File: config.mk
export PLATFORM = sky130hd
export DESIGN_NAME = id_ex_pipe_flat
export DESIGN_NICKNAME = d
export VERILOG_FILES = /design/src/rtl/id_ex_pipe_if.sv /design/src/rtl/id_ex_pipe.sv /design/src/flat_wrapper.sv
export SDC_FILE = /design/constraint.sdc
export NUM_CORES = 1
export LEC_CHECK = 0
export BUFFER_PORTS_ARGS = -buffer_cell sky130_fd_sc_hd__buf_4
export CAP_MARGIN = 25
export CORE_AREA = 2 2 148 150
export DETAILED_ROUTE_END_ITERATION = 12
export DIE_AREA = 0 0 150 152
export PLACE_DENSITY = 0.62
export SLEW_MARGIN = 10
export SYNTH_ARGS = -nofsm -noshare
export SYNTH_HDL_FRONTEND = slang
export SYNTH_SLANG_ARGS = --single-unit
export TNS_END_PERCENT = 1
File: constraint.sdc
create_clock -name clk -period 2 [get_ports clk]
set_clock_uncertainty 0.1 [all_clocks]
set_input_delay 0.1 -clock clk [delete_from_list [all_inputs] [get_ports clk]]
set_output_delay 0.1 -clock clk [all_outputs]
set_load 0.05 [all_outputs]
File: src/rtl/id_ex_pipe_if.sv
// ID/EX pipeline bus: ID-side operands/control, WB write port, hazard inputs, EX-side registered outputs.
// master drives the ID/WB/hazard side; slave is the pipeline register itself.
interface id_ex_pipe_if #(
    parameter int unsigned DATA_W = 32,
    parameter int unsigned REG_AW = 5,
    parameter int unsigned CTRL_W = 12,
    parameter int unsigned CNT_W  = 16
);
    logic              valid_id;
    logic [DATA_W-1:0] pc_id;
    logic [DATA_W-1:0] imm_id;
    logic [CTRL_W-1:0] ctrl_id;
    logic              RegWrite_id;
    logic              MemRead_id;
    logic [REG_AW-1:0] regfile_write_num_id;
    logic [REG_AW-1:0] regfile_read_num1_id;
    logic [REG_AW-1:0] regfile_read_num2_id;
    logic              uses_rs_id;
    logic              uses_rt_id;
    logic [DATA_W-1:0] regfile_read_data1_id;
    logic [DATA_W-1:0] regfile_read_data2_id;
    logic              RegWrite_mem_wb;
    logic [REG_AW-1:0] regfile_write_num_mem_wb;
    logic [DATA_W-1:0] regfile_write_data_wb;
    logic              mem_busy;
    logic              flush_ex;

    logic              valid_id_ex;
    logic [DATA_W-1:0] pc_id_ex;
    logic [DATA_W-1:0] imm_id_ex;
    logic [CTRL_W-1:0] ctrl_id_ex;
    logic              RegWrite_id_ex;
    logic              MemRead_id_ex;
    logic [REG_AW-1:0] regfile_write_num_id_ex;
    logic [REG_AW-1:0] regfile_read_num1_id_ex;
    logic [REG_AW-1:0] regfile_read_num2_id_ex;
    logic [DATA_W-1:0] regfile_read_data1_id_ex;
    logic [DATA_W-1:0] regfile_read_data2_id_ex;
    logic              stall_if_id;
    logic [CNT_W-1:0]  luse_cnt;

    modport master (
        output valid_id, pc_id, imm_id, ctrl_id, RegWrite_id, MemRead_id,
               regfile_write_num_id, regfile_read_num1_id, regfile_read_num2_id,
               uses_rs_id, uses_rt_id, regfile_read_data1_id, regfile_read_data2_id,
               RegWrite_mem_wb, regfile_write_num_mem_wb, regfile_write_data_wb,
               mem_busy, flush_ex,
        input  valid_id_ex, pc_id_ex, imm_id_ex, ctrl_id_ex, RegWrite_id_ex, MemRead_id_ex,
               regfile_write_num_id_ex, regfile_read_num1_id_ex, regfile_read_num2_id_ex,
               regfile_read_data1_id_ex, regfile_read_data2_id_ex, stall_if_id, luse_cnt
    );

    modport slave (
        input  valid_id, pc_id, imm_id, ctrl_id, RegWrite_id, MemRead_id,
               regfile_write_num_id, regfile_read_num1_id, regfile_read_num2_id,
               uses_rs_id, uses_rt_id, regfile_read_data1_id, regfile_read_data2_id,
               RegWrite_mem_wb, regfile_write_num_mem_wb, regfile_write_data_wb,
               mem_busy, flush_ex,
        output valid_id_ex, pc_id_ex, imm_id_ex, ctrl_id_ex, RegWrite_id_ex, MemRead_id_ex,
               regfile_write_num_id_ex, regfile_read_num1_id_ex, regfile_read_num2_id_ex,
               regfile_read_data1_id_ex, regfile_read_data2_id_ex, stall_if_id, luse_cnt
    );
endinterface

File: src/rtl/id_ex_pipe.sv
// ID/EX pipeline register with load-use interlock, memory-busy hold and branch flush.
// Optional macro IDEX_WB_FWD_EN: capture forwards the same-cycle WB write into the operand registers.
module id_ex_pipe #(
    parameter int unsigned DATA_W = 32,
    parameter int unsigned REG_AW = 5,
    parameter int unsigned CTRL_W = 12,
    parameter int unsigned CNT_W  = 16
) (
    input logic         clk,
    input logic         rst_n,
    id_ex_pipe_if.slave bus
);

    logic              rs_hit_c;
    logic              rt_hit_c;
    logic              load_use_c;
    logic              bubble_c;
    logic [DATA_W-1:0] rd1_c;
    logic [DATA_W-1:0] rd2_c;

    // Load in EX whose destination is read by the instruction in ID
    always_comb begin
        rs_hit_c   = bus.uses_rs_id && (bus.regfile_read_num1_id == bus.regfile_write_num_id_ex);
        rt_hit_c   = bus.uses_rt_id && (bus.regfile_read_num2_id == bus.regfile_write_num_id_ex);
        load_use_c = bus.valid_id_ex && bus.MemRead_id_ex &&
                     (bus.regfile_write_num_id_ex != '0) &&
                     bus.valid_id && (rs_hit_c || rt_hit_c);
        bubble_c   = bus.flush_ex || (!bus.mem_busy && load_use_c);
    end

    // Flush wins over stall: upstream squashes its own state anyway
    assign bus.stall_if_id = rst_n && !bus.flush_ex && (bus.mem_busy || load_use_c);

    always_comb begin
        rd1_c = bus.regfile_read_data1_id;
        rd2_c = bus.regfile_read_data2_id;
`ifdef IDEX_WB_FWD_EN
        // Regfile is written and read in the same cycle; take the WB value directly
        if (bus.RegWrite_mem_wb && (bus.regfile_write_num_mem_wb != '0)) begin
            if (bus.regfile_write_num_mem_wb == bus.regfile_read_num1_id) rd1_c = bus.regfile_write_data_wb;
            if (bus.regfile_write_num_mem_wb == bus.regfile_read_num2_id) rd2_c = bus.regfile_write_data_wb;
        end
`endif
    end

`ifdef IDEX_WB_FWD_EN
`else
    logic unused_wb;
    assign unused_wb = ^{bus.RegWrite_mem_wb, bus.regfile_write_num_mem_wb, bus.regfile_write_data_wb};
`endif

    always_ff @(posedge clk or negedge rst_n) begin
        if (!rst_n) begin
            bus.valid_id_ex              <= 1'b0;
            bus.pc_id_ex                 <= '0;
            bus.imm_id_ex                <= '0;
            bus.ctrl_id_ex               <= '0;
            bus.RegWrite_id_ex           <= 1'b0;
            bus.MemRead_id_ex            <= 1'b0;
            bus.regfile_write_num_id_ex  <= '0;
            bus.regfile_read_num1_id_ex  <= '0;
            bus.regfile_read_num2_id_ex  <= '0;
            bus.regfile_read_data1_id_ex <= '0;
            bus.regfile_read_data2_id_ex <= '0;
        end else if (bubble_c) begin
            bus.valid_id_ex              <= 1'b0;
            bus.pc_id_ex                 <= '0;
            bus.imm_id_ex                <= '0;
            bus.ctrl_id_ex               <= '0;
            bus.RegWrite_id_ex           <= 1'b0;
            bus.MemRead_id_ex            <= 1'b0;
            bus.regfile_write_num_id_ex  <= '0;
            bus.regfile_read_num1_id_ex  <= '0;
            bus.regfile_read_num2_id_ex  <= '0;
            bus.regfile_read_data1_id_ex <= '0;
            bus.regfile_read_data2_id_ex <= '0;
        end else if (!bus.mem_busy) begin
            bus.valid_id_ex              <= bus.valid_id;
            bus.pc_id_ex                 <= bus.pc_id;
            bus.imm_id_ex                <= bus.imm_id;
            bus.ctrl_id_ex               <= bus.ctrl_id;
            bus.RegWrite_id_ex           <= bus.RegWrite_id;
            bus.MemRead_id_ex            <= bus.MemRead_id;
            bus.regfile_write_num_id_ex  <= bus.regfile_write_num_id;
            bus.regfile_read_num1_id_ex  <= bus.regfile_read_num1_id;
            bus.regfile_read_num2_id_ex  <= bus.regfile_read_num2_id;
            bus.regfile_read_data1_id_ex <= rd1_c;
            bus.regfile_read_data2_id_ex <= rd2_c;
        end
    end

    // Saturating count of load-use bubbles actually inserted
    always_ff @(posedge clk or negedge rst_n) begin
        if (!rst_n) begin
            bus.luse_cnt <= '0;
        end else if (!bus.flush_ex && !bus.mem_busy && load_use_c && (bus.luse_cnt != '1)) begin
            bus.luse_cnt <= bus.luse_cnt + CNT_W'(1);
        end
    end

endmodule

File: src/flat_wrapper.sv
// flat-port wrapper written by rule: the top's interface ports become plain ports
module id_ex_pipe_flat 
#(
    parameter int unsigned DATA_W = 32,
    parameter int unsigned REG_AW = 5,
    parameter int unsigned CTRL_W = 12,
    parameter int unsigned CNT_W  = 16
)
  (clk, rst_n, bus_valid_id, bus_pc_id, bus_imm_id, bus_ctrl_id, bus_RegWrite_id, bus_MemRead_id, bus_regfile_write_num_id, bus_regfile_read_num1_id, bus_regfile_read_num2_id, bus_uses_rs_id, bus_uses_rt_id, bus_regfile_read_data1_id, bus_regfile_read_data2_id, bus_RegWrite_mem_wb, bus_regfile_write_num_mem_wb, bus_regfile_write_data_wb, bus_mem_busy, bus_flush_ex, bus_valid_id_ex, bus_pc_id_ex, bus_imm_id_ex, bus_ctrl_id_ex, bus_RegWrite_id_ex, bus_MemRead_id_ex, bus_regfile_write_num_id_ex, bus_regfile_read_num1_id_ex, bus_regfile_read_num2_id_ex, bus_regfile_read_data1_id_ex, bus_regfile_read_data2_id_ex, bus_stall_if_id, bus_luse_cnt);
  id_ex_pipe_if #(.DATA_W(DATA_W), .REG_AW(REG_AW), .CTRL_W(CTRL_W), .CNT_W(CNT_W)) bus_i ();
  input logic clk;
  input logic rst_n;
  input wire logic [$bits(bus_i.valid_id)-1:0] bus_valid_id;
  input wire logic [$bits(bus_i.pc_id)-1:0] bus_pc_id;
  input wire logic [$bits(bus_i.imm_id)-1:0] bus_imm_id;
  input wire logic [$bits(bus_i.ctrl_id)-1:0] bus_ctrl_id;
  input wire logic [$bits(bus_i.RegWrite_id)-1:0] bus_RegWrite_id;
  input wire logic [$bits(bus_i.MemRead_id)-1:0] bus_MemRead_id;
  input wire logic [$bits(bus_i.regfile_write_num_id)-1:0] bus_regfile_write_num_id;
  input wire logic [$bits(bus_i.regfile_read_num1_id)-1:0] bus_regfile_read_num1_id;
  input wire logic [$bits(bus_i.regfile_read_num2_id)-1:0] bus_regfile_read_num2_id;
  input wire logic [$bits(bus_i.uses_rs_id)-1:0] bus_uses_rs_id;
  input wire logic [$bits(bus_i.uses_rt_id)-1:0] bus_uses_rt_id;
  input wire logic [$bits(bus_i.regfile_read_data1_id)-1:0] bus_regfile_read_data1_id;
  input wire logic [$bits(bus_i.regfile_read_data2_id)-1:0] bus_regfile_read_data2_id;
  input wire logic [$bits(bus_i.RegWrite_mem_wb)-1:0] bus_RegWrite_mem_wb;
  input wire logic [$bits(bus_i.regfile_write_num_mem_wb)-1:0] bus_regfile_write_num_mem_wb;
  input wire logic [$bits(bus_i.regfile_write_data_wb)-1:0] bus_regfile_write_data_wb;
  input wire logic [$bits(bus_i.mem_busy)-1:0] bus_mem_busy;
  input wire logic [$bits(bus_i.flush_ex)-1:0] bus_flush_ex;
  output wire logic [$bits(bus_i.valid_id_ex)-1:0] bus_valid_id_ex;
  output wire logic [$bits(bus_i.pc_id_ex)-1:0] bus_pc_id_ex;
  output wire logic [$bits(bus_i.imm_id_ex)-1:0] bus_imm_id_ex;
  output wire logic [$bits(bus_i.ctrl_id_ex)-1:0] bus_ctrl_id_ex;
  output wire logic [$bits(bus_i.RegWrite_id_ex)-1:0] bus_RegWrite_id_ex;
  output wire logic [$bits(bus_i.MemRead_id_ex)-1:0] bus_MemRead_id_ex;
  output wire logic [$bits(bus_i.regfile_write_num_id_ex)-1:0] bus_regfile_write_num_id_ex;
  output wire logic [$bits(bus_i.regfile_read_num1_id_ex)-1:0] bus_regfile_read_num1_id_ex;
  output wire logic [$bits(bus_i.regfile_read_num2_id_ex)-1:0] bus_regfile_read_num2_id_ex;
  output wire logic [$bits(bus_i.regfile_read_data1_id_ex)-1:0] bus_regfile_read_data1_id_ex;
  output wire logic [$bits(bus_i.regfile_read_data2_id_ex)-1:0] bus_regfile_read_data2_id_ex;
  output wire logic [$bits(bus_i.stall_if_id)-1:0] bus_stall_if_id;
  output wire logic [$bits(bus_i.luse_cnt)-1:0] bus_luse_cnt;
  assign bus_i.valid_id = bus_valid_id;
  assign bus_i.pc_id = bus_pc_id;
  assign bus_i.imm_id = bus_imm_id;
  assign bus_i.ctrl_id = bus_ctrl_id;
  assign bus_i.RegWrite_id = bus_RegWrite_id;
  assign bus_i.MemRead_id = bus_MemRead_id;
  assign bus_i.regfile_write_num_id = bus_regfile_write_num_id;
  assign bus_i.regfile_read_num1_id = bus_regfile_read_num1_id;
  assign bus_i.regfile_read_num2_id = bus_regfile_read_num2_id;
  assign bus_i.uses_rs_id = bus_uses_rs_id;
  assign bus_i.uses_rt_id = bus_uses_rt_id;
  assign bus_i.regfile_read_data1_id = bus_regfile_read_data1_id;
  assign bus_i.regfile_read_data2_id = bus_regfile_read_data2_id;
  assign bus_i.RegWrite_mem_wb = bus_RegWrite_mem_wb;
  assign bus_i.regfile_write_num_mem_wb = bus_regfile_write_num_mem_wb;
  assign bus_i.regfile_write_data_wb = bus_regfile_write_data_wb;
  assign bus_i.mem_busy = bus_mem_busy;
  assign bus_i.flush_ex = bus_flush_ex;
  assign bus_valid_id_ex = bus_i.valid_id_ex;
  assign bus_pc_id_ex = bus_i.pc_id_ex;
  assign bus_imm_id_ex = bus_i.imm_id_ex;
  assign bus_ctrl_id_ex = bus_i.ctrl_id_ex;
  assign bus_RegWrite_id_ex = bus_i.RegWrite_id_ex;
  assign bus_MemRead_id_ex = bus_i.MemRead_id_ex;
  assign bus_regfile_write_num_id_ex = bus_i.regfile_write_num_id_ex;
  assign bus_regfile_read_num1_id_ex = bus_i.regfile_read_num1_id_ex;
  assign bus_regfile_read_num2_id_ex = bus_i.regfile_read_num2_id_ex;
  assign bus_regfile_read_data1_id_ex = bus_i.regfile_read_data1_id_ex;
  assign bus_regfile_read_data2_id_ex = bus_i.regfile_read_data2_id_ex;
  assign bus_stall_if_id = bus_i.stall_if_id;
  assign bus_luse_cnt = bus_i.luse_cnt;
  id_ex_pipe #(.DATA_W(DATA_W), .REG_AW(REG_AW), .CTRL_W(CTRL_W), .CNT_W(CNT_W)) u_core (.clk(clk), .rst_n(rst_n), .bus(bus_i));
endmodule
* Word-level counts from Yosys, hierarchy flattened
Index checks and enable logic that the tools add are counted.
** Operators by class
- Add/subtract/negate cells :: 1
- Multiply operators :: 0
- Divide/modulo/power cells :: 0
- $lt $le $gt $ge :: 0
- Equal/unequal tests :: 4
- Shift-type cells :: 0
- Mux-type cells :: 22
- Bitwise gates (word level) :: 0
- Reductions and logical operators :: 18
** Operators by type and width (number)
- 2-to-1 mux 32 bit :: 8
- 2-to-1 mux 5 bit :: 6
- 2-to-1 mux 12 bit :: 2
- adder 16 x 1 -> 16 bit, second input constant :: 1
- != test 16 bit, second input constant :: 1
- logical AND 1 bit :: 12
- equality test 5 bit :: 2
- 2-to-1 mux 1 bit :: 6
- nonzero test 5 bit :: 1
- logical OR 1 bit :: 3
- logical NOT 1 bit :: 2
- != test 2 x 1 -> 1 bit, second input constant :: 1
** Word-level totals
- Bits in registers :: 174
- Bits in latches :: 0
- RAM bits :: 0
- Bits in read-only memories :: 0
- Input port bits :: 202
- Output and inout bits :: 175
- Logic and storage cells :: 57
- Memories :: 0

* Depth between registers and ports, before layout
Gate-level depths: netlist of run 1.
- Depth in word-level cells :: 7
- Depth in mapped cells :: 7
- Depth with buffers taken out :: 5

* Worst setup path after synthesis of run 1
Ideal clock, no wire load.
- Kind :: reg-to-output
- Start point :: register u_core.bus.regfile_write_num_id_ex[1] (netlist bit)
- End point :: output port bus_stall_if_id
- Arrival time :: 2748 ps
- Required time :: 1800 ps
- Setup slack :: -948 ps
- Stages on the path, launching flop included :: 7
- Buffers on the path :: 1
- Cells stage by stage :: dfrtp_1 xnor2_1 nand4_1 o22ai_2 buf_2 a21oi_1 nor3b_1
** Between the ends
- Cells in the longest elaborated chain, start to end :: 6
** RTL lines
- from (decl) :: line id_ex_pipe_if.sv:60 : regfile_write_num_id_ex, regfile_read_num1_id_ex, regfile_read_num2_id_ex,
- from (signal assigned) :: line id_ex_pipe.sv:84 : bus.regfile_write_num_id_ex <= bus.regfile_write_num_id;
- equality test 5 bit (tied with other cells) :: line id_ex_pipe.sv:23 : rs_hit_c = bus.uses_rs_id && (bus.regfile_read_num1_id == bus.regfile_write_num_id_ex);
- logical AND 1 bit (on tied branches) :: line id_ex_pipe.sv:23, id_ex_pipe.sv:24, id_ex_pipe.sv:25
- logical OR 1 bit or logical AND 1 bit (tied branches) :: line id_ex_pipe.sv:27, id_ex_pipe.sv:26
- logical AND 1 bit (*) :: line id_ex_pipe.sv:27 : bus.valid_id && (rs_hit_c || rt_hit_c);
- logical OR 1 bit (*) :: line id_ex_pipe.sv:32 : assign bus.stall_if_id = rst_n && !bus.flush_ex && (bus.mem_busy || load_use_c);
- logical AND 1 bit (*) :: line id_ex_pipe.sv:32
- to (decl) :: line flat_wrapper.sv:42 : output wire logic [$bits(bus_i.stall_if_id)-1:0] bus_stall_if_id;
Every way passes the cells marked *; elsewhere a longest branch is shown, timed or not.

* Worst setup path after layout of run 1
Same ends and word-level chain as after synthesis.

==> results of run 1 <==
==> state kept, by name, summed over array words and instances (netlist names), 5 cells and up <==
name / flops
u_core.bus.regfile_read_data2_id_ex: 32
u_core.bus.ctrl_id_ex: 12
u_core.bus.imm_id_ex: 32
u_core.bus.regfile_read_num2_id_ex: 5
u_core.bus.regfile_read_data1_id_ex: 32
u_core.bus.regfile_read_num1_id_ex: 5
u_core.bus.regfile_write_num_id_ex: 5
u_core.bus.pc_id_ex: 32
u_core.bus.luse_cnt: 16
==> layer usage <==
metal | wire length, µm | global-route usage [%] | vias up
li1 | - | - | 2718
met1 | 8911 | 23.57 | 2930
met2 | 10740 | 30.98 | 237
met3 | 1600 | 5.195 | 35
met4 | 478 | 5.391 | 0
met5 | 0 | 0 | -
==> path summary, 6_finish.rpt <==
kind,start,to,slack (ns),cells past startpoint
min,bus_flush_ex,u_core.bus.luse_cnt[12],0.02,4
min in group asynchronous,rst_n,u_core.bus.pc_id_ex[16],0.07,2
max reg2reg,u_core.bus.regfile_write_num_id_ex[2],u_core.bus.imm_id_ex[3],0.01,7
max in group asynchronous,rst_n,u_core.bus.regfile_write_num_id_ex[4],0.89,3
min reg2reg,u_core.bus.luse_cnt[15],u_core.bus.luse_cnt[15],0.39,1
max,u_core.bus.regfile_write_num_id_ex[1],bus_stall_if_id,-0.09,6
==> Yosys cell counts, drive strengths merged <==
cell type | count | share of area (%)
nor2 | 6 | 0.35
dfrtp | 174 | 67
mux2 | 2 | 0.35
o311a | 1 | 0.15
nand2 | 7 | 0.41
a22o | 158 | 21
and3 | 5 | 0.48
ha | 1 | 0.19
nor3 | 4 | 0.31
a21oi | 2 | 0.15
buf | 19 | 1.9
nand4 | 7 | 0.68
a21boi | 1 | 0.17
clkbuf | 18 | 1.0
inv | 1 | 0.058
and2 | 1 | 0.097
nor2b | 1 | 0.097
nand3 | 15 | 1.2
or2 | 2 | 0.19
nor3b | 1 | 0.12
o22ai | 1 | 0.19
and4 | 1 | 0.14
xnor2 | 24 | 3.2
==> final cells by class <==
type	instances	area, µm²
Fill cell	1754	9615
Timing Repair Buffer	514	4383
Sequential cell	174	4378
Multi-Input combinational cell	240	2032
Clock buffer	18	439.2
Tap cell	280	350.3
Clock inverter	14	148.9
Inverter	1	3.754
==> where the power goes <==
part | total (µW) | internal (µW) | switching (µW)
clock | 3300 | 1710 | 1600
combinational | 1950 | 835 | 1120
sequential | 3810 | 3690 | 113
total | 9060 | 6240 | 2830
==> logic make-up after synthesis <==
kind of cell,after synthesis
flip-flops,174
AND/OR/NAND/NOR,50
XOR/XNOR,24
adder cells (fa/ha/maj),1
AO/OA/AOI/OAI,163
buffers and inverters,38
multiplexers,2
==> what timing repair did <==
action	CTS	global route
buffers inserted	5	1
endpoints found under the setup margin	1	161
endpoints found under the hold margin	333	1
hold buffers	159	1
gates resized for setup	6	5
pin swaps	9	6
==> worst reg2reg max path: stages (launching register included) <==
cell      delay, ns
dfrtp_2        0.46
xnor2_2        0.15
nand4_1        0.15
o22ai_4        0.10
buf_4          0.16
a21boi_4       0.26
buf_12         0.29
a22o_1         0.26
==> metrics by stage <==
stage	util, %	instances
finish	54.96	1241
global route	54.96	1241
floorplan	-	452
detailed placement	44.18	1043
CTS	54.72	1239
global placement	44.18	1043
==> impl_metrics.ini, run 1 <==
[drt]
via_count = 5920
first_iter_violations = 235
antenna_left = 0
drt_drc_violations_left = 0
via_per_inst = 4.770
wl_um = 21730
dr.pass1.iters = 4
drt-wirelength-per-cell_um = 17.51

[worst_setup_path]
critical_path.top_delay_family = flip-flops
critPathMaxStageDelay_ns = 0.47
path_class = reg2out
cp.arrival_ns = 1.89
crit_slowest_cell = dfrtp_2
crit_path_cell_trace = xnor2_2 > nand4_1 > o22ai_4 > a21oi_2 > nor3b_4 > buf_6
cp-start-kind = flip-flop
cp.buffers_inverters = 1
required_ns = 1.80
worstPathMaxFanout = 4
cp-end-kind = output pin

[grt]
grt_antenna_before_repair = 0
grt_pass1_vias = 6156
grt_max_degree = 95
grt_pass1_wl_um = 33620
grtUsageTotal_pct = 18.60
overflow = 0

[pwr]
powerDensity_nw_per_um2 = 772.4
ir_drop_uv = 498.9
p_leak_uw = 0.005862
power.total_uw = 9064

[clock_tree]
h-tree-depth = 4
cts.sinks = 174
clock_latency_ns = 0.42
clk_path_buf_depth = 2
path_clk_slew_ns = 0.07
cts_made_buffers = 17
root_buffer = clkbuf_16
cts_tree = yes

[logic_synthesis]
yosys.area_share.simple_pct = 4.090
synth_compound_area_share_pct = 22.01
syn_avg_cell_area_um2 = 14.35
synthesis.nets = 655
synth_cells = 452
synth_adder_area_share_pct = 0.1929
muxShareOfSynthArea_pct = 0.3472
synthDistinctLibCells = 27
synth_area_um2 = 6486
synth_seq_area_share_pct = 67.13
ys_ff_latch = 174
synth_warnings = 0
synth_top_family_by_area = compound AO/OA/AOI/OAI gates
synth_xor_area_share_pct = 3.241

[placed_design]
dpl_worst_slack_ns = 0.08690
numPortBuffers = 338
place_area_um2 = 9433
gp_congestion = 0.7971
dp_hpwl_um = 13930

[finish]
layout_commonest_cell = buf_4
drive_gt1_share_pct = 43.91
nets = 1151
final_cell_mix = buf_4 (342), dlygate4sd3_1 (160), a22o_1 (158)
syn2layout_area_growth_pct = 80.92
final_area_um2 = 11740
n_antenna_cell = 0

[sta]
setup_viol = 1
hold_violations = 0
drv_slew = 0
worst_slack_ns = -0.09479
worstMarginPinSlew_ns = 0.5151
whs_ns = 0.01755
rsz0062_at_grt = yes
fmax_mhz = 477.4
period_share_pct = 104.7
relSlewSlack_pct = 65.66
fin_tns_setup_ns = -0.09479
period_needed_ns = 2.095

[die]
rows = 54
fp.dieH_um = 152
die-area_um2 = 22800
design.core.area_um2 = 21350
start_util_pct = 30.38
die_x_um = 150
ios = 377

[outcome]
outcome = complete, but fails checks
violations = negative setup slack

[flow_run]
drv_cap = 0

[worst_hold_path]
hold_path_class = in2reg
Power figures use the tool's default switching activity.
==> run 2: changes to the inputs <==
--- a/config.mk
+++ b/config.mk
@@ -7,10 +7,10 @@
 export LEC_CHECK = 0
 export BUFFER_PORTS_ARGS = -buffer_cell sky130_fd_sc_hd__buf_4
 export CAP_MARGIN = 25
-export CORE_AREA = 2 2 148 150
+export CORE_AREA = 4 4 146 148
 export DETAILED_ROUTE_END_ITERATION = 12
 export DIE_AREA = 0 0 150 152
-export PLACE_DENSITY = 0.62
+export PLACE_DENSITY = 0.64
 export SLEW_MARGIN = 10
 export SYNTH_ARGS = -nofsm -noshare
 export SYNTH_HDL_FRONTEND = slang
==> run 2 against run 1 <==
The run still ends with negative setup slack left. Clock power about the same. Global-route usage increased by 0.32 points. Total power fell by 0.38%. Register-to-register slack worse by 0.08 ns. Sequential power hardly changed. Utilization rose by 3.2 points. Via count grew 0.42%. Maximum frequency up 0.32%. Critical endpoint unchanged.
==> impl_metrics.ini, run 2 (synthesis gave the netlist of run 1 again) <==
[sta]
whs_ns = 0.03062
hold_violations = 0
rsz0062_at_grt = yes
relSlewSlack_pct = 68.55
setup_viol = 61
fmax_mhz = 478.9
worstMarginPinSlew_ns = 0.4718
period_needed_ns = 2.088
period_share_pct = 104.4
drv_slew = 0
worst_slack_ns = -0.08817

[drt]
drt_drc_violations_left = 0
first_iter_violations = 304
antenna_left = 0
drt-wirelength-per-cell_um = 18.08
wl_um = 22280
dr.pass1.iters = 4
via_count = 5945
via_per_inst = 4.825

[grt]
busiest_layer = met2
grt_pass1_vias = 6336
grt_use_met1_pct = 23.05
grt_max_degree = 91
grt_util_met2_pct = 31.72
grt_antenna_before_repair = 0
overflow = 0
grt_pass1_wl_um = 34630
grtUsageTotal_pct = 18.91
grt_use_met3_pct = 5.809

[pwr]
p_leak_uw = 0.005841
ir_drop_uv = 503.4
powerDensity_nw_per_um2 = 774.2

[worst_hold_path]
hold-path-cell-count = 4
hold_path_class = in2reg

[clock_tree]
path_clk_slew_ns = 0.07
clk_path_buf_depth = 2
cts_tree = yes
clock_latency_ns = 0.41
root_buffer = clkbuf_16
cts_made_buffers = 17
cts.sinks = 174
h-tree-depth = 4

[placed_design]
dpl_worst_slack_ns = 0.08801
numPortBuffers = 338
gp_congestion = 0.8397
dp_hpwl_um = 13920

[worst_setup_path]
required_ns = 1.80
crit_path_cell_trace = xnor2_2 > nand4_1 > o22ai_4 > a21oi_2 > nor3b_4 > buf_6
critPathMaxStageDelay_ns = 0.46
cp.arrival_ns = 1.89
worstPathMaxFanout = 5
crit_slowest_cell = dfrtp_2
ff2ff_path_depth = 7
cp-end-kind = output pin
cp-start-kind = flip-flop
path_class = reg2out

[die]
fp.dieH_um = 152
start_util_pct = 32.37
die-area_um2 = 22800
design.core.area_um2 = 20040
ios = 377
rows = 52
die_x_um = 150

[finish]
drive_gt1_share_pct = 43.56
syn2layout_area_growth_pct = 79.82
final_cell_mix = buf_4 (346), dlygate4sd3_1 (161), a22o_1 (158)
nets = 1152
post-route-util_pct = 58.20
layout_commonest_cell = buf_4
n_antenna_cell = 0

[outcome]
outcome = complete, but fails checks
violations = negative setup slack

[flow_run]
drv_cap = 0
-- run 2: changes by cell type in the layout (fill, tap and decap cells not counted), moves of 3 or more --
cell / change
clkinv_2: +3
buf_12: -4
buf_4: +4
xnor2_1: +4
xnor2_2: -4
-- run 2: what timing repair did --
item,4_1_cts,5_1_grt
resized for setup,3,5
hold buffers,161,0
endpoints found under the setup margin,1,171
buffers inserted,3,3
pin swaps,6,6
hold endpoints to repair,333,0
-- run 2: through the flow --
step                      cells  total power [µW]   TNS, ns  area, µm²
after detailed placement   1033              5526         0       9383
after global routing       1232              9398    -11.99      11660
after CTS                  1229              9119   -0.1495      11610
after global placement     1033              5515         0       9383
after floorplan             452              4786  -0.07686       6535
final                      1232              9030    -1.879      11660
-- run 2: per-layer routing --
metal  up-vias  wire, µm
met2       260     10860
met1      2919      9005
met3        48      1796
met4         0       616
met5         -         0
li1       2718         -
-- run 2: worst paths after layout --
| path | from | endpoint | slack (ns) |
|---|---|---|---|
| setup / recovery | u_core.bus.regfile_write_num_id_ex[2] | bus_stall_if_id | -0.09 |
| hold / removal | bus_flush_ex | u_core.bus.luse_cnt[12] | 0.03 |
| setup reg to reg | u_core.bus.regfile_write_num_id_ex[2] | u_core.bus.regfile_read_data2_id_ex[3] | -0.07 |
| hold reg to reg | u_core.bus.luse_cnt[15] | u_core.bus.luse_cnt[15] | 0.39 |
| max in group asynchronous | rst_n | u_core.bus.regfile_read_data2_id_ex[23] | 1.09 |
| min in group asynchronous | rst_n | u_core.bus.ctrl_id_ex[10] | 0.17 |
-- run 2: final cells by class --
class | instances | area [µm²]
Multi-Input combinational cell | 240 | 2007
Clock buffer | 17 | 425.4
Tap cell | 270 | 337.8
Fill cell | 1587 | 8376
Inverter | 1 | 3.754
Timing Repair Buffer | 515 | 4357
Sequential cell | 174 | 4378
Clock inverter | 15 | 155.1
-- run 2: critical path, delay by kind of cell, from the launching register on --
family                 cells  cell delay (ns)
AO/OA/AOI/OAI              2             0.34
XOR/XNOR                   1             0.17
buffers and inverters      1             0.18
flip-flops                 1             0.46
AND/OR/NAND/NOR            2             0.34
-- run 2: power by group --
part           switching, µW  internal [µW]
Combinational           1110            823
Clock                   1510           1770
Sequential               117           3700
Total                   2740           6290
==> run 3: changes to the inputs <==
--- a/config.mk
+++ b/config.mk
@@ -7,9 +7,9 @@
 export LEC_CHECK = 0
 export BUFFER_PORTS_ARGS = -buffer_cell sky130_fd_sc_hd__buf_4
 export CAP_MARGIN = 25
-export CORE_AREA = 4 4 146 148
+export CORE_AREA = 3 3 145 147
 export DETAILED_ROUTE_END_ITERATION = 12
-export DIE_AREA = 0 0 150 152
+export DIE_AREA = 0 0 148 150
 export PLACE_DENSITY = 0.64
 export SLEW_MARGIN = 10
 export SYNTH_ARGS = -nofsm -noshare
==> constraint.sdc (replaced) <==
create_clock -name clk -period 2.6 [get_ports clk]
set_clock_uncertainty 0.1 [all_clocks]
set_input_delay 0.13 -clock clk [delete_from_list [all_inputs] [get_ports clk]]
set_output_delay 0.13 -clock clk [all_outputs]
set_load 0.05 [all_outputs]
==> run 3 against run 2 <==
The run now ends clean. Non-clock buffer count decreased by 11. Utilization fell by 0.89 points. Setup slack better by 0.25 ns. First-iteration DRC count down 22%. Total power is 23% lower. Routed wire length shrank 2.7%. Clock power down 21%. Sequential share of layout area up 0.37 points. Sequential cell count stayed put. Critical endpoint unchanged.
==> impl_metrics.ini, run 3 (synthesis gave the netlist of run 1 again) <==
[drt]
antenna_left = 0
first_iter_violations = 238
dr.pass1.iters = 4
drt_drc_violations_left = 0
drt-wirelength-per-cell_um = 17.76
via_count = 5786
via_per_inst = 4.743
wl_um = 21670

[finish]
n_antenna_cell = 0
drive_gt1_share_pct = 40.32
final_cell_mix = buf_4 (339), dfrtp_1 (174), dlygate4sd3_1 (159)
layout_commonest_cell = buf_4
nets = 1141
syn2layout_area_growth_pct = 77.08

[grt]
grt_pass1_vias = 6081
grtUsageTotal_pct = 18.78
grt_max_degree = 159
grt_antenna_before_repair = 0
grt_pass1_wl_um = 33360
overflow = 0

[worst_setup_path]
reg2reg_slack_ns = 0.54
ff2ff_path_depth = 5
path_class = reg2out
reg2reg_from = u_core.bus.regfile_write_num_id_ex[0]
r2r-end = u_core.bus.imm_id_ex[14]
cp-start-kind = flip-flop
cp-end-kind = output pin
cp.arrival_ns = 2.21
required_ns = 2.37
worstPathMaxFanout = 16

[clock_tree]
clk_path_buf_depth = 2
path_clk_slew_ns = 0.07
post_cts_buffers = 0
cts.sinks = 174
cts_made_buffers = 17
root_buffer = clkbuf_16
cts_tree = yes
clock_latency_ns = 0.41
h-tree-depth = 4

[sta]
setup_viol = 0
worstMarginPinSlew_ns = 0.7323
rsz0062_at_grt = no
fmax_mhz = 409.8
drv_slew = 0
fin_tns_setup_ns = 0
period_needed_ns = 2.440
period_share_pct = 93.86
relSlewSlack_pct = 51.18
hold_violations = 0

[flow_run]
drv_cap = 0

[outcome]
outcome = complete, no violations

[die]
fp.dieH_um = 150
die_x_um = 148
rows = 52
ios = 377
die-area_um2 = 22200
design.core.area_um2 = 20040
start_util_pct = 32.37

[worst_hold_path]
hold_path_class = in2reg
hold-path-endpoint = u_core.bus.luse_cnt[12]
hp-start = bus_mem_busy
hold-path-cell-count = 4

[pwr]
power.total_uw = 6975
p_leak_uw = 0.005785
powerDensity_nw_per_um2 = 607.2
ir_drop_uv = 378.0

[placed_design]
dp_hpwl_um = 13020
numPortBuffers = 338
gp_congestion = 0.7566
-- run 3: changes by cell type in the layout (fill, tap and decap cells not counted), moves of 2 or more --
cell | previous run | this run
dlygate4sd3_1 | 161 | 159
xnor2_1 | 21 | 24
clkinv_2 | 3 | 0
a21oi_1 | 0 | 2
xnor2_2 | 3 | 0
a21oi_2 | 2 | 0
buf_4 | 346 | 339
dfrtp_1 | 155 | 174
dfrtp_2 | 19 | 0
-- run 3: worst max-delay path, cell delays in order (launching register included) --
cell	delay, ns
dfrtp_1	0.46
xnor2_1	0.20
nand4_1	0.13
o22ai_2	0.30
buf_6	0.22
a21oi_1	0.09
nor3b_2	0.17
buf_4	0.22
-- run 3: layer usage --
metal / vias up / wire [µm] / global-route usage [%]
met5: - / 0 / 0
li1: 2699 / - / -
met3: 29 / 1652 / 6.541
met1: 2818 / 9005 / 23.47
met4: 0 / 431 / 5.081
met2: 240 / 10580 / 31.17
-- run 3: per-stage QoR --
| stage | cells | hold slack, ns | worst slack, ns | util, % | area (µm²) |
|---|---|---|---|---|---|
| after floorplan | 452 | -0.2656 | 0.1024 | - | 6491 |
| after global placement | 1030 | 0.01363 | 0.5514 | 46.40 | 9298 |
| after detailed placement | 1030 | 0.01753 | 0.5199 | 46.40 | 9298 |
| after CTS | 1220 | 0.01888 | 0.05450 | 57.30 | 11480 |
| after global routing | 1220 | 0.03317 | 0.009053 | 57.32 | 11490 |
| final | 1220 | 0.03879 | 0.1597 | 57.32 | 11490 |
-- run 3: power breakdown --
part	internal [µW]	switching (µW)
combinational	614	851
sequential	2840	88.0
clock	1470	1110
total	4920	2050
-- run 3: how the worst max path moves through the flow --
| stage | slack (ns) | start | end | cells after the start |
|---|---|---|---|---|
| 2_1_floorplan | 0.10 | u_core.bus.regfile_write_num_id_ex[1] | bus_stall_if_id | 6 |
| 3_3_place_gp | 0.55 | u_core.bus.regfile_write_num_id_ex[1] | bus_stall_if_id | 7 |
| 3_5_place_dp | 0.52 | u_core.bus.regfile_write_num_id_ex[1] | bus_stall_if_id | 7 |
| 4_1_cts | 0.05 | u_core.bus.regfile_write_num_id_ex[1] | bus_stall_if_id | 7 |
| 5_1_grt | 0.009 | u_core.bus.regfile_write_num_id_ex[1] | bus_stall_if_id | 7 |
| 6_report | 0.16 | u_core.bus.regfile_write_num_id_ex[1] | bus_stall_if_id | 7 |
-- run 3: cell type report --
cell class	count	area [µm²]
clock inverter	12	150.1
inverter	1	3.754
clock buffer	19	442.9
fill	1612	8553
multi-input combinational	240	1958
sequential	174	4354
timing repair buffer	504	4239
tap	270	337.8
-- run 3: repair_timing --
| item | CTS | global route |
|---|---|---|
| endpoints found under the setup margin | 0 | 1 |
| hold buffers | 159 | 0 |
| hold endpoints to repair | 206 | 0 |
| resized for setup | 0 | 1 |
